==> config.mk <==
export PLATFORM = sky130hd
export DESIGN_NAME = irq_controller_flat
export DESIGN_NICKNAME = d
export VERILOG_FILES = /design/src/rtl/irq_controller_if.sv /design/src/rtl/irq_controller.sv /design/src/flat_wrapper.sv
export SDC_FILE = /design/constraint.sdc
export NUM_CORES = 1
export LEC_CHECK = 0
export ABC_AREA = 1
export CORE_UTILIZATION = 25
export DETAILED_ROUTE_END_ITERATION = 16
export PLACE_DENSITY = 0.54
export SYNTH_ARGS = -nofsm -noshare
export SYNTH_HDL_FRONTEND = slang
export SYNTH_SLANG_ARGS = --single-unit
==> constraint.sdc <==
create_clock -name clk -period 3.4 [get_ports clk]
set_clock_uncertainty 0.15 [all_clocks]
set_input_delay 0.68 -clock clk [delete_from_list [all_inputs] [get_ports clk]]
set_output_delay 0.68 -clock clk [all_outputs]
set_load 0.02 [all_outputs]
==> src/rtl/irq_controller_if.sv <==
// IO-bus and CPU handshake bundle for the interrupt controller.
interface irq_controller_if;
  logic [7:0] din;
  logic [7:0] address;
  logic       w_en;
  logic       r_en;
  logic [7:0] dout;
  logic       irq;
  logic [1:0] irq_vector;
  logic       irq_ack;
  logic       reti;

  modport master (
    output din, address, w_en, r_en,
    output irq_ack, reti,
    input  dout, irq, irq_vector
  );

  modport slave (
    input  din, address, w_en, r_en,
    input  irq_ack, reti,
    output dout, irq, irq_vector
  );
endinterface

==> src/rtl/irq_controller.sv <==
// Edge-latched, fixed-priority interrupt controller with IO-mapped regs.
// IRQ_CTRL_AUTO_CLR_EN: pulse flags_clr to the acked source.
module irq_controller #(
  parameter logic [7:0] IRQ_CTRL_ADDRESS = 8'h90
) (
  input  logic             clk,
  input  logic             rst_n,
  irq_controller_if.slave  bus,
  input  logic [3:0]       flags,
  output logic [3:0]       flags_clr
);

  typedef enum logic [1:0] {
    IDLE    = 2'd0,
    REQ     = 2'd1,
    SERVICE = 2'd2
  } state_e;

  state_e     state_q, state_d;
  logic [7:0] ie_q;
  logic [3:0] pend_q, pend_d;
  logic [3:0] flag_q;
  logic       armed_q;
  logic       irq_q, irq_d;
  logic [1:0] vec_q, vec_d;
  logic [7:0] dout_q, dout_d;

  logic [3:0] rise, clr, elig;
  logic [1:0] win;
  logic       ack_fire;
  logic       wr_ie, wr_pend;

  assign wr_ie   = bus.w_en &&
                   (bus.address == IRQ_CTRL_ADDRESS);
  assign wr_pend = bus.w_en &&
                   (bus.address == IRQ_CTRL_ADDRESS + 8'd1);

  // A flag already high at reset release must not count as an edge
  assign rise = flags & ~flag_q & {4{armed_q}};
  assign elig = pend_q & ie_q[3:0] & {4{ie_q[7]}};

  always_comb begin
    if (elig[0])      win = 2'd0;
    else if (elig[1]) win = 2'd1;
    else if (elig[2]) win = 2'd2;
    else              win = 2'd3;
  end

  always_comb begin
    state_d  = state_q;
    vec_d    = vec_q;
    ack_fire = 1'b0;
    unique case (state_q)
      IDLE: begin
        if (|elig) begin
          vec_d   = win;
          state_d = REQ;
        end
      end
      REQ: begin
        if (bus.irq_ack) begin
          ack_fire = 1'b1;
          state_d  = SERVICE;
        end else if (!elig[vec_q]) begin
          state_d = IDLE;
        end
      end
      SERVICE: begin
        if (bus.reti) state_d = IDLE;
      end
      default: state_d = IDLE;
    endcase
    irq_d = (state_d == REQ);
  end

  // New edges win over any clear landing in the same cycle
  always_comb begin
    clr = '0;
    if (wr_pend) clr = bus.din[3:0];
    if (ack_fire) clr[vec_q] = 1'b1;
    pend_d = (pend_q & ~clr) | rise;
  end

  always_comb begin
    dout_d = '0;
    if (bus.r_en) begin
      if (bus.address == IRQ_CTRL_ADDRESS)
        dout_d = ie_q;
      else if (bus.address == IRQ_CTRL_ADDRESS + 8'd1)
        dout_d = {4'b0, pend_q};
      else if (bus.address == IRQ_CTRL_ADDRESS + 8'd2)
        dout_d = {state_q == SERVICE, irq_q, 4'b0, vec_q};
    end
  end

  always_ff @(posedge clk or negedge rst_n) begin
    if (!rst_n) begin
      state_q <= IDLE;
      ie_q    <= '0;
      pend_q  <= '0;
      flag_q  <= '0;
      armed_q <= 1'b0;
      irq_q   <= 1'b0;
      vec_q   <= '0;
      dout_q  <= '0;
    end else begin
      state_q <= state_d;
      if (wr_ie) ie_q <= bus.din & 8'h8F;
      pend_q  <= pend_d;
      flag_q  <= flags;
      armed_q <= 1'b1;
      irq_q   <= irq_d;
      vec_q   <= vec_d;
      dout_q  <= dout_d;
    end
  end

`ifdef IRQ_CTRL_AUTO_CLR_EN
  logic [3:0] clr_q;

  always_ff @(posedge clk or negedge rst_n) begin
    if (!rst_n) clr_q <= '0;
    else        clr_q <= ack_fire ? (4'b1 << vec_q) : 4'b0;
  end

  assign flags_clr = clr_q;
`else
  assign flags_clr = 4'b0;
`endif

  assign bus.irq        = irq_q;
  assign bus.irq_vector = vec_q;
  assign bus.dout       = dout_q;

endmodule

==> src/flat_wrapper.sv <==
// flat-port wrapper written by rule: the top's interface ports become plain ports
module irq_controller_flat 
#(
  parameter logic [7:0] IRQ_CTRL_ADDRESS = 8'h90
)
  (clk, rst_n, flags, flags_clr, bus_din, bus_address, bus_w_en, bus_r_en, bus_irq_ack, bus_reti, bus_dout, bus_irq, bus_irq_vector);
  irq_controller_if bus_i ();
  input  logic clk;
  input  logic rst_n;
  input  logic [3:0] flags;
  output logic [3:0] flags_clr;
  input wire logic [$bits(bus_i.din)-1:0] bus_din;
  input wire logic [$bits(bus_i.address)-1:0] bus_address;
  input wire logic [$bits(bus_i.w_en)-1:0] bus_w_en;
  input wire logic [$bits(bus_i.r_en)-1:0] bus_r_en;
  input wire logic [$bits(bus_i.irq_ack)-1:0] bus_irq_ack;
  input wire logic [$bits(bus_i.reti)-1:0] bus_reti;
  output wire logic [$bits(bus_i.dout)-1:0] bus_dout;
  output wire logic [$bits(bus_i.irq)-1:0] bus_irq;
  output wire logic [$bits(bus_i.irq_vector)-1:0] bus_irq_vector;
  assign bus_i.din = bus_din;
  assign bus_i.address = bus_address;
  assign bus_i.w_en = bus_w_en;
  assign bus_i.r_en = bus_r_en;
  assign bus_i.irq_ack = bus_irq_ack;
  assign bus_i.reti = bus_reti;
  assign bus_dout = bus_i.dout;
  assign bus_irq = bus_i.irq;
  assign bus_irq_vector = bus_i.irq_vector;
  irq_controller #(.IRQ_CTRL_ADDRESS(IRQ_CTRL_ADDRESS)) u_core (.clk(clk), .rst_n(rst_n), .bus(bus_i), .flags(flags), .flags_clr(flags_clr));
endmodule
==> impl_metrics.env <==
export IMPL_grt_pass1_wl_um=4440
export IMPL_critical_path_top_delay_family="buffers and inverters"
export IMPL_critical_path_class="reg2out"
export IMPL_hp_class="reg2reg"
export IMPL_post_cts_setup_buffer_count=0
export IMPL_gp_congestion=0.763
export IMPL_synth_edf_count=0
export IMPL_ctsHoldBuffers=0
export IMPL_crit_path_start_kind="flop"
export IMPL_post_drt_via_cell_ratio=4.12
export IMPL_die_x_um=73.9
export IMPL_grt_antenna_before_repair=0
export IMPL_vdd_ir_drop_worst_mv=0.245
export IMPL_drive_gt1_frac=0.0718
export IMPL_max_freq_mhz=454
export IMPL_portBuffers=31
export IMPL_die_h_um=73.9
export IMPL_synthArstFlopShare=1.00
export IMPL_fin_util=0.352
export IMPL_cp_slowest_cell="clkdlybuf4s50_1"
export IMPL_clockBufferDepth=2
export IMPL_area_growth_pct=32.2
export IMPL_ys_seq_area_frac=0.484
export IMPL_synth_top_area_frac=0.484
export IMPL_ys_types=24
export IMPL_cts_tree="yes"
export IMPL_yosys_top_cells_area="dfrtp_1, nand2_1, nand3_1, inv_1, nor2_1"
export IMPL_hpwl_um=2120
export IMPL_drv_cap=0
export IMPL_final_nets=222
export IMPL_drc=0
export IMPL_status="finished clean"
export IMPL_required_ns=2.57
export IMPL_ys_ff_latch=25
export IMPL_grt_pass1_vias=1026
export IMPL_dieArea_um2=5460
export IMPL_post_route_min_period_ns=2.20
export IMPL_seqPwrFrac=0.497
export IMPL_cts_buffers=3
export IMPL_power_frac_clock=0.232
export IMPL_intPower_mw=0.510
export IMPL_timing_hold_violations_final=0
export IMPL_p_leak_nw=0.860
export IMPL_power_density_nw_per_um2=442
export IMPL_cts_root_buffer="clkbuf_8"
export IMPL_n_antenna_cell=0
export IMPL_rows=25
export IMPL_end_kind="output port"
export IMPL_worst_path_buf_inv=1
export IMPL_path_clk_slew_ns=0.08
export IMPL_finalSetupViolCount=0
export IMPL_core_area_um2=4850
export IMPL_cts_resized=0
export IMPL_yosysMostFrequentCell="nand2_1"
export IMPL_first_pass_iters=4
export IMPL_fin_setup_tns_ns=0
export IMPL_routed_wl_um=2630
export IMPL_netlist_area_um2=1290
export IMPL_clock_latency_ns=0.27
export IMPL_p_total_mw=0.754
export IMPL_comb_power_share=0.271
export IMPL_fill_cells=527
export IMPL_yosysTopAreaCell="dfrtp_1"
export IMPL_vias=1079
export IMPL_grt_max_degree=26
export IMPL_arrival_ns=1.37
export IMPL_io_pins=41
export IMPL_drtAntennaViolNets=0
export IMPL_switching_share=0.324
export IMPL_grt_usage=0.106
export IMPL_drv_slew=0
export IMPL_overflow=0
export IMPL_cts_sinks=25
export IMPL_ys_top_cells_by_count="nand2_1, dfrtp_1, nand3_1"
export IMPL_cp_cell_sequence="clkdlybuf4s50_1"
export IMPL_critPathMaxFanout=7
export IMPL_start_util=0.266
export IMPL_drt_initial_drc_count=57
export IMPL_wire_per_inst_um=10.0
export IMPL_cpPeakStageDelay_ns=0.64
export IMPL_cts_htree_levels=1
export IMPL_syn_area_per_cell_um2=8.02
export IMPL_finalCritPeriodShare=0.648
export IMPL_yosys_warnings=0
export IMPL_rsz0062_at_grt="no"
export IMPL_p_sw_mw=0.244
export IMPL_postSynthCellCount=161
export IMPL_synthFlopType="dfrtp_1"
layer usage:
metal / routed length [µm] / GRT usage / share of wire / vias to the layer above
li1: - / - / - / 567
met2: 1190 / 0.178 / 0.45 / 29
met4: 8 / 0.0192 / 0.0030 / 0
met1: 1290 / 0.136 / 0.49 / 480
met5: 0 / 0 / 0 / -
met3: 143 / 0.0316 / 0.054 / 3
kinds of logic (layout without fill, tap and decap cells):
family	after synthesis	in the layout	share of synthesized area
and+or+nand+nor	91	91	0.338
buffers and inverters	27	56	0.0988
DFF	25	25	0.484
AOI/OAI and AO/OA	16	16	0.0727
other	2	7	0.00582
placed cells by master, fill, tap and decap left out:
master           count
o21ai_2              1
nor4_1               1
clkdlybuf4s50_1     31
conb_1               7
nand2_2              1
nand2_1             42
inv_1               19
nand2_4              2
nand4_1              1
o21ai_0              1
nand3_1             21
nand3b_1             4
o21a_1               2
clkbuf_8             3
nor2_4               1
o21ai_1              3
inv_4                1
o31ai_1              1
dfrtp_1             25
a21boi_0             1
clkbuf_1             1
buf_4                1
nor2_8               1
nor2_2               3
a21oi_1              7
nor2_1              14
flip-flops by register name, summed over array words and instances, names as in the netlist:
signal / cells
u_core.state_q: 2
u_core.bus.irq: 1
u_core.bus.dout: 6
u_core.ie_q: 5
u_core.armed_q: 1
u_core.pend_q: 4
u_core.flag_q: 4
u_core.bus.irq_vector: 2
cell type report:
cell class,instances,area (µm²),area share
flip-flops and latches,25,626,0.367
inverters,20,77.6,0.0455
multi-input cells,114,557,0.326
repair buffers,32,318,0.186
clock buffers,4,45.0,0.0264
well taps,67,83.8,0.0491
power groups by stage:
stage          registers, mW  logic (mW)  clock network (mW)
5_1_grt                0.382       0.234               0.193
6_report               0.375       0.205               0.175
3_5_place_dp           0.382       0.207                   0
2_1_floorplan          0.387       0.112                   0
4_1_cts                0.375       0.208               0.183
3_3_place_gp           0.383       0.206                   0
per-stage QoR:
step | hold slack [ns] | instances | worst slack [ns] | area, µm²
global placement | 0.325 | 258 | 1.26 | 1660
floorplan | 0.234 | 166 | 1.87 | 1310
global route | 0.380 | 262 | 1.12 | 1710
finish | 0.335 | 262 | 1.20 | 1710
CTS | 0.337 | 262 | 1.17 | 1710
detailed placement | 0.325 | 258 | 1.26 | 1660
path summary, 6_finish.rpt:
kind | startpoint | end | slack, ns | depth (start not counted)
setup / recovery | u_core.bus.irq_vector[0] | bus_irq_vector[0] | 1.20 | 1
hold reg to reg | u_core.flag_q[0] | u_core.pend_q[0] | 0.34 | 2
setup reg to reg | u_core.ie_q[7] | u_core.bus.irq_vector[0] | 2.05 | 5
max in group asynchronous | rst_n | u_core.bus.irq | 2.24 | 2
hold / removal | u_core.flag_q[0] | u_core.pend_q[0] | 0.34 | 2
min in group asynchronous | rst_n | u_core.flag_q[1] | 0.61 | 2
(Power assumes the default switching activity.)
